--- src/rtl/ivector_say_arbiter.sv ---
// ivector_say_arbiter
//   Round-robin arbiter and flow scheduler in front of IVector. Shares the
//   single `say` method among NREQ requesters, bounds the number of `say`
//   transfers not yet answered by `heard` to MAX_OUT, drives the IVector
//   respond-rule enable and offers a flush handshake that drains the path.
//
// Parameters
//   NREQ     number of requesters (2..8)
//   MAX_OUT  maximum in-flight transfers (1..15)
//
// Ports
//   CLK, nRST                     clock (rising edge), async active-low reset
//   req_say__ENA/meth/v           per-requester request and payload (32b each,
//                                 requester i at bits [32i+31:32i])
//   req_say__RDY                  one-hot grant, combinational
//   say__ENA/meth/v, say__RDY     muxed transfer towards IVector
//   heard__ENA, heard__RDY        answer indication from IVector (RDY tied 1)
//   rule_enable, rule_ready       IVector respond-rule handshake
//   flush__ENA, flush__RDY        drain request, accepted while running
//   flush_done                    one-cycle pulse when the drain completes
//   outstanding                   current in-flight count
//   err_underflow                 sticky, `heard` seen with nothing in flight
//
// Optional feature (macro IVECTOR_ARB_STATS_EN)
//   Adds saturating 16-bit counters stat_grants (transfers) and stat_stalls
//   (cycles with a request pending but no transfer).

module ivector_say_arbiter #(
  parameter int NREQ    = 4,
  parameter int MAX_OUT = 8
) (
  input  logic                CLK,
  input  logic                nRST,
  input  logic [NREQ-1:0]     req_say__ENA,
  input  logic [32*NREQ-1:0]  req_say_meth,
  input  logic [32*NREQ-1:0]  req_say_v,
  output logic [NREQ-1:0]     req_say__RDY,
  output logic                say__ENA,
  output logic [31:0]         say_meth,
  output logic [31:0]         say_v,
  input  logic                say__RDY,
  input  logic                heard__ENA,
  output logic                heard__RDY,
  output logic                rule_enable,
  input  logic                rule_ready,
  input  logic                flush__ENA,
  output logic                flush__RDY,
  output logic                flush_done,
  output logic [3:0]          outstanding,
  output logic                err_underflow
`ifdef IVECTOR_ARB_STATS_EN
  ,
  output logic [15:0]         stat_grants,
  output logic [15:0]         stat_stalls
`endif
);

  localparam int PW = (NREQ > 1) ? $clog2(NREQ) : 1;
  localparam logic [3:0] MAX_OUT_C = 4'(MAX_OUT);

  typedef enum logic [1:0] {ST_RUN, ST_DRAIN, ST_DONE} state_t;

  state_t          state_reg;
  logic [PW-1:0]   ptr_reg;
  logic [PW-1:0]   ptr_next;
  logic [PW-1:0]   winner;
  logic [PW-1:0]   cand;
  logic [3:0]      outstanding_reg;
  logic            err_underflow_reg;
  logic            flush_done_reg;
  logic            can_grant;
  logic            found;
  logic            transfer;
  logic [NREQ-1:0] eligible;

  // Grants need the RUN state, a ready IVector and a free credit.
  assign can_grant = (state_reg == ST_RUN) && say__RDY && (outstanding_reg < MAX_OUT_C);
  assign eligible  = req_say__ENA & {NREQ{can_grant}};

  // Round-robin scan starting at ptr_reg; first eligible index wins.
  always_comb begin
    found  = 1'b0;
    winner = '0;
    cand   = '0;
    for (int k = 0; k < NREQ; k++) begin
      cand = PW'((int'(ptr_reg) + k) % NREQ);
      if (!found && eligible[cand]) begin
        found  = 1'b1;
        winner = cand;
      end
    end
  end

  for (genvar gi = 0; gi < NREQ; gi++) begin : g_grant
    assign req_say__RDY[gi] = found && (winner == PW'(gi));
  end

  assign say__ENA = |(req_say__ENA & req_say__RDY);
  assign transfer = say__ENA;
  assign ptr_next = (winner == PW'(NREQ - 1)) ? '0 : winner + PW'(1);

  // AND-OR payload mux; yields zero when nothing is granted.
  always_comb begin
    say_meth = '0;
    say_v    = '0;
    for (int i = 0; i < NREQ; i++) begin
      if (req_say__RDY[i]) begin
        say_meth = say_meth | req_say_meth[32*i +: 32];
        say_v    = say_v | req_say_v[32*i +: 32];
      end
    end
  end

  assign heard__RDY    = 1'b1;
  assign rule_enable   = rule_ready && (outstanding_reg != 4'd0);
  assign flush__RDY    = (state_reg == ST_RUN);
  assign flush_done    = flush_done_reg;
  assign outstanding   = outstanding_reg;
  assign err_underflow = err_underflow_reg;

  always_ff @(posedge CLK or negedge nRST) begin
    if (!nRST) begin
      state_reg         <= ST_RUN;
      ptr_reg           <= '0;
      outstanding_reg   <= 4'd0;
      err_underflow_reg <= 1'b0;
      flush_done_reg    <= 1'b0;
    end else begin
      if (transfer) begin
        ptr_reg <= ptr_next;
      end

      // A transfer and a heard in the same cycle cancel out.
      if (transfer && !heard__ENA) begin
        outstanding_reg <= outstanding_reg + 4'd1;
      end else if (heard__ENA && !transfer && (outstanding_reg != 4'd0)) begin
        outstanding_reg <= outstanding_reg - 4'd1;
      end

      if (heard__ENA && (outstanding_reg == 4'd0)) begin
        err_underflow_reg <= 1'b1;
      end

      flush_done_reg <= 1'b0;
      case (state_reg)
        ST_RUN: begin
          if (flush__ENA) begin
            state_reg <= ST_DRAIN;
          end
        end
        ST_DRAIN: begin
          if (outstanding_reg == 4'd0) begin
            state_reg <= ST_DONE;
          end
        end
        ST_DONE: begin
          state_reg      <= ST_RUN;
          flush_done_reg <= 1'b1;
        end
        default: state_reg <= ST_RUN;
      endcase
    end
  end

`ifdef IVECTOR_ARB_STATS_EN
  logic [15:0] stat_grants_reg;
  logic [15:0] stat_stalls_reg;
  logic        stall;

  assign stall       = (|req_say__ENA) && !transfer;
  assign stat_grants = stat_grants_reg;
  assign stat_stalls = stat_stalls_reg;

  always_ff @(posedge CLK or negedge nRST) begin
    if (!nRST) begin
      stat_grants_reg <= 16'd0;
      stat_stalls_reg <= 16'd0;
    end else begin
      if (transfer && (stat_grants_reg != 16'hFFFF)) begin
        stat_grants_reg <= stat_grants_reg + 16'd1;
      end
      if (stall && (stat_stalls_reg != 16'hFFFF)) begin
        stat_stalls_reg <= stat_stalls_reg + 16'd1;
      end
    end
  end
`endif

endmodule

--- config.mk ---
export PLATFORM = sky130hd
export DESIGN_NAME = ivector_say_arbiter
export DESIGN_NICKNAME = d
export VERILOG_FILES = /design/src/rtl/ivector_say_arbiter.sv
export SDC_FILE = /design/constraint.sdc
export NUM_CORES = 1
export LEC_CHECK = 0
export ABC_CLOCK_PERIOD_IN_PS = 4000
export BUFFER_PORTS_ARGS = -buffer_cell sky130_fd_sc_hd__buf_2
export CORE_AREA = 2 2 134 136
export CTS_CLUSTER_SIZE = 20
export DETAILED_ROUTE_END_ITERATION = 10
export DIE_AREA = 0 0 136 138
export MAX_ROUTING_LAYER = met4
export SYNTH_ARGS = -nofsm -noshare
export SYNTH_HDL_FRONTEND = slang
export SYNTH_SLANG_ARGS = --single-unit
--- constraint.sdc ---
create_clock -name CLK -period 4 [get_ports CLK]
set_input_delay 0 -clock CLK [delete_from_list [all_inputs] [get_ports CLK]]
set_output_delay 0 -clock CLK [all_outputs]
set_load 0.02 [all_outputs]
==> flow_summary.json <==
{
  "drt-initial-drc-count": 174,
  "drv_cap": 0,
  "hold_violations": 0,
  "p_seq_frac": 0.181,
  "grt-ovfl-total": 0,
  "post_cts_buffers": 0,
  "ys.flop_type": "dfrtp_1",
  "postSynthAreaPerCell_um2": 7.25,
  "period_needed_ns": 3.54,
  "ant_nets": 0,
  "antenna_found_initial": 0,
  "cp-end-kind": "flop",
  "initial_core_util": 0.124,
  "ys_seq_elements": 10,
  "cts_resized": 0,
  "track_usage": 0.125,
  "max-vdd-ir-drop_uv": 272,
  "largest_register_ffs": 4,
  "p_total_w": 0.00110,
  "cellLeakagePower_nw": 2.12,
  "fin_crit_sh": 0.884,
  "max_clock_freq_mhz": 283,
  "insertion_delay_ns": 0.24,
  "syn_area_um2": 2170,
  "status": "finished, final reports clean",
  "ys_seq_area_frac": 0.115,
  "ctsHtreeMaxLevel": 1,
  "regArea_um2": 250,
  "synth_nets": 572,
  "grt_max_degree": 66,
  "antennaDiodeCount": 0,
  "fillers": 1966,
  "dieArea_um2": 18800,
  "skew_ns": 0.00139,
  "ios": 344,
  "grt_pass1_wl_um": 18700,
  "multiInputGateArea_um2": 1760,
  "power_density_nw_per_um2": 266,
  "tritoncts": "yes",
  "synth_edf_count": 0,
  "cp_max_fo": 10,
  "finalSetupViolCount": 0,
  "cp.required_ns": 4.11,
  "worstHoldPathType": "in -> reg",
  "port_buffers": 342,
  "whs_path_depth": 3,
  "std_cell_rows": 49,
  "rsz0062_at_grt": "no",
  "synthArstFlopShare": 1.00,
  "internal_power_w": 0.000588,
  "criticalPathCategory": "reg -> reg",
  "areaGrowthSynthToFinish_pct": 91.2,
  "dp_hpwl_um": 10000,
  "die_h_um": 138,
  "synth.distinct_cells": 36,
  "slew_violations": 0,
  "ctsRootBufferMaster": "clkbuf_16",
  "yosysWarnings": 0,
  "synthCells": 299,
  "vias": 3897,
  "cts_buffers": 3,
  "clock-sinks": 10,
  "nets": 887,
  "power.share.clock": 0.158,
  "r2r_cells": 13,
  "cts.clk_slew.worst_paths_ns": 0.04,
  "start_kind": "flop",
  "coreArea_um2": 17500,
  "wl_per_cell_um": 15.3,
  "swShare": 0.466,
  "cts_buffer_depth": 2,
  "grt_pass1_vias": 3592,
  "relSlewSlack": 0.403,
  "drive_above_1_share": 0.585,
  "globalplace.congestion": 0.806,
  "tns_ns": 0,
  "drc": 0,
  "combinationalPowerShare": 0.661,
  "die_w_um": 136,
  "cp.arrival_ns": 3.65,
  "worst_slew_pin_slew_ns": 0.887,
  "drt_pass1_iterations": 5,
  "via_per_inst": 4.63,
  "power.switching_w": 0.000513,
  "postRouteWirelength_um": 12800
}
cell type report:
type                       count  area share
multi-input combinational    248       0.425
timing repair buffer         348       0.424
tap                          229      0.0691
sequential                    10      0.0603
clock buffer                   3      0.0181
inverter                       3     0.00272
critical path: stages (launching register included):
cell and delay [ns]:
dfrtp_1 0.44, nor4b_4 0.53, o211ai_1 0.15, nor2_1 0.27, inv_1 0.11, ha_2 0.20, a22o_1 0.22, o211a_1 0.38
nand2b_1 0.21, ha_1 0.29, a21oi_1 0.19, and3b_1 0.18, mux2i_1 0.08, xnor2_1 0.15
cells by family after synthesis:
kind of cell,count (synthesis),share of synthesized area
compound gates,206,0.638
simple gates,22,0.0687
xor+xnor,3,0.0121
flops,10,0.115
fa+ha+maj,7,0.0439
other cells,1,0.00173
buf+inv,41,0.0767
mux,9,0.0433
synthesized netlist by cell type (3+ instances only):
master / count / area share
a21oi_1: 69 / 0.16
dfrtp_1: 10 / 0.12
buf_1: 4 / 0.0069
clkbuf_1: 31 / 0.054
a22oi_1: 128 / 0.44
mux2i_1: 6 / 0.028
nand2b_1: 3 / 0.0087
and3_1: 4 / 0.012
nor2b_1: 3 / 0.0087
nor2_1: 4 / 0.0069
ha_1: 6 / 0.035
inv_1: 3 / 0.0052
layer usage:
metal	wire length [um]	vias to the layer above	track usage	share of wire
met1	5460	1789	0.159	0.42
met2	6160	238	0.214	0.48
met4	144	0	0.0197	0.011
li1	-	1854	-	-
met3	1080	16	0.0139	0.084
met5	0	-	-	0
path summary, 6_finish.rpt:
kind / from / endpoint / slack (ns)
setup / recovery: outstanding[3] / outstanding[3] / 0.46
hold / removal: flush__ENA / state_reg[0] / 0.06
setup reg to reg: outstanding[3] / outstanding[3] / 0.46
hold reg to reg: err_underflow / err_underflow / 0.45
max in group asynchronous: nRST / flush_done / 3.65
min in group asynchronous: nRST / outstanding[0] / 0.15
what timing repair did:
item	in CTS	in global routing
endpoints found under the hold margin	10	0
hold buffers	1	0
setup endpoints to repair	0	0
power by group through the flow:
stage          Combinational, W  Clock [W]  Sequential (W)
3_3_place_gp           0.000725          0        0.000199
6_report               0.000728   0.000174        0.000199
5_1_grt                0.000799   0.000184        0.000207
3_5_place_dp           0.000728          0        0.000201
2_1_floorplan          0.000408          0        0.000220
4_1_cts                0.000732   0.000176        0.000200
layout by cell type, fill, tap and decap left out:
master         instances
o211ai_1               1
mux2_1                 2
mux2i_1                6
inv_1                  3
nand2b_1               3
a21oi_1               69
ha_2                   4
fa_1                   1
buf_4                  5
a21o_1                 1
nand3b_1               1
a22o_1                 2
a211oi_1               1
dfrtp_1               10
buf_2                342
mux2_2                 1
nand3_1                1
xor2_1                 1
ha_1                   2
o211a_1                1
nor2b_1                3
or4_1                  1
clkbuf_16              3
nor4b_4                1
conb_1                 1
dlygate4sd3_1          1
o221a_2                1
nor4_1                 1
xnor2_1                2
nor2_1                 4
a22oi_1              128
a21boi_0               1
o41ai_1                1
and3_1                 4
and3b_1                2
nand2_2                1
stage by stage:
stage                     setup slack (ns)  cell area (um2)  utilization  cells  hold WS, ns
after global placement               0.596             4060        0.232    837       -0.124
after global routing                 0.212             4150        0.236    841       0.0652
after CTS                            0.449             4150        0.236    841       0.0593
final                                0.463             4150        0.236    841       0.0553
after detailed placement             0.454             4060        0.232    837       -0.127
after floorplan                      0.823             2170            -    299       -0.296
(Power assumes the default switching activity.)
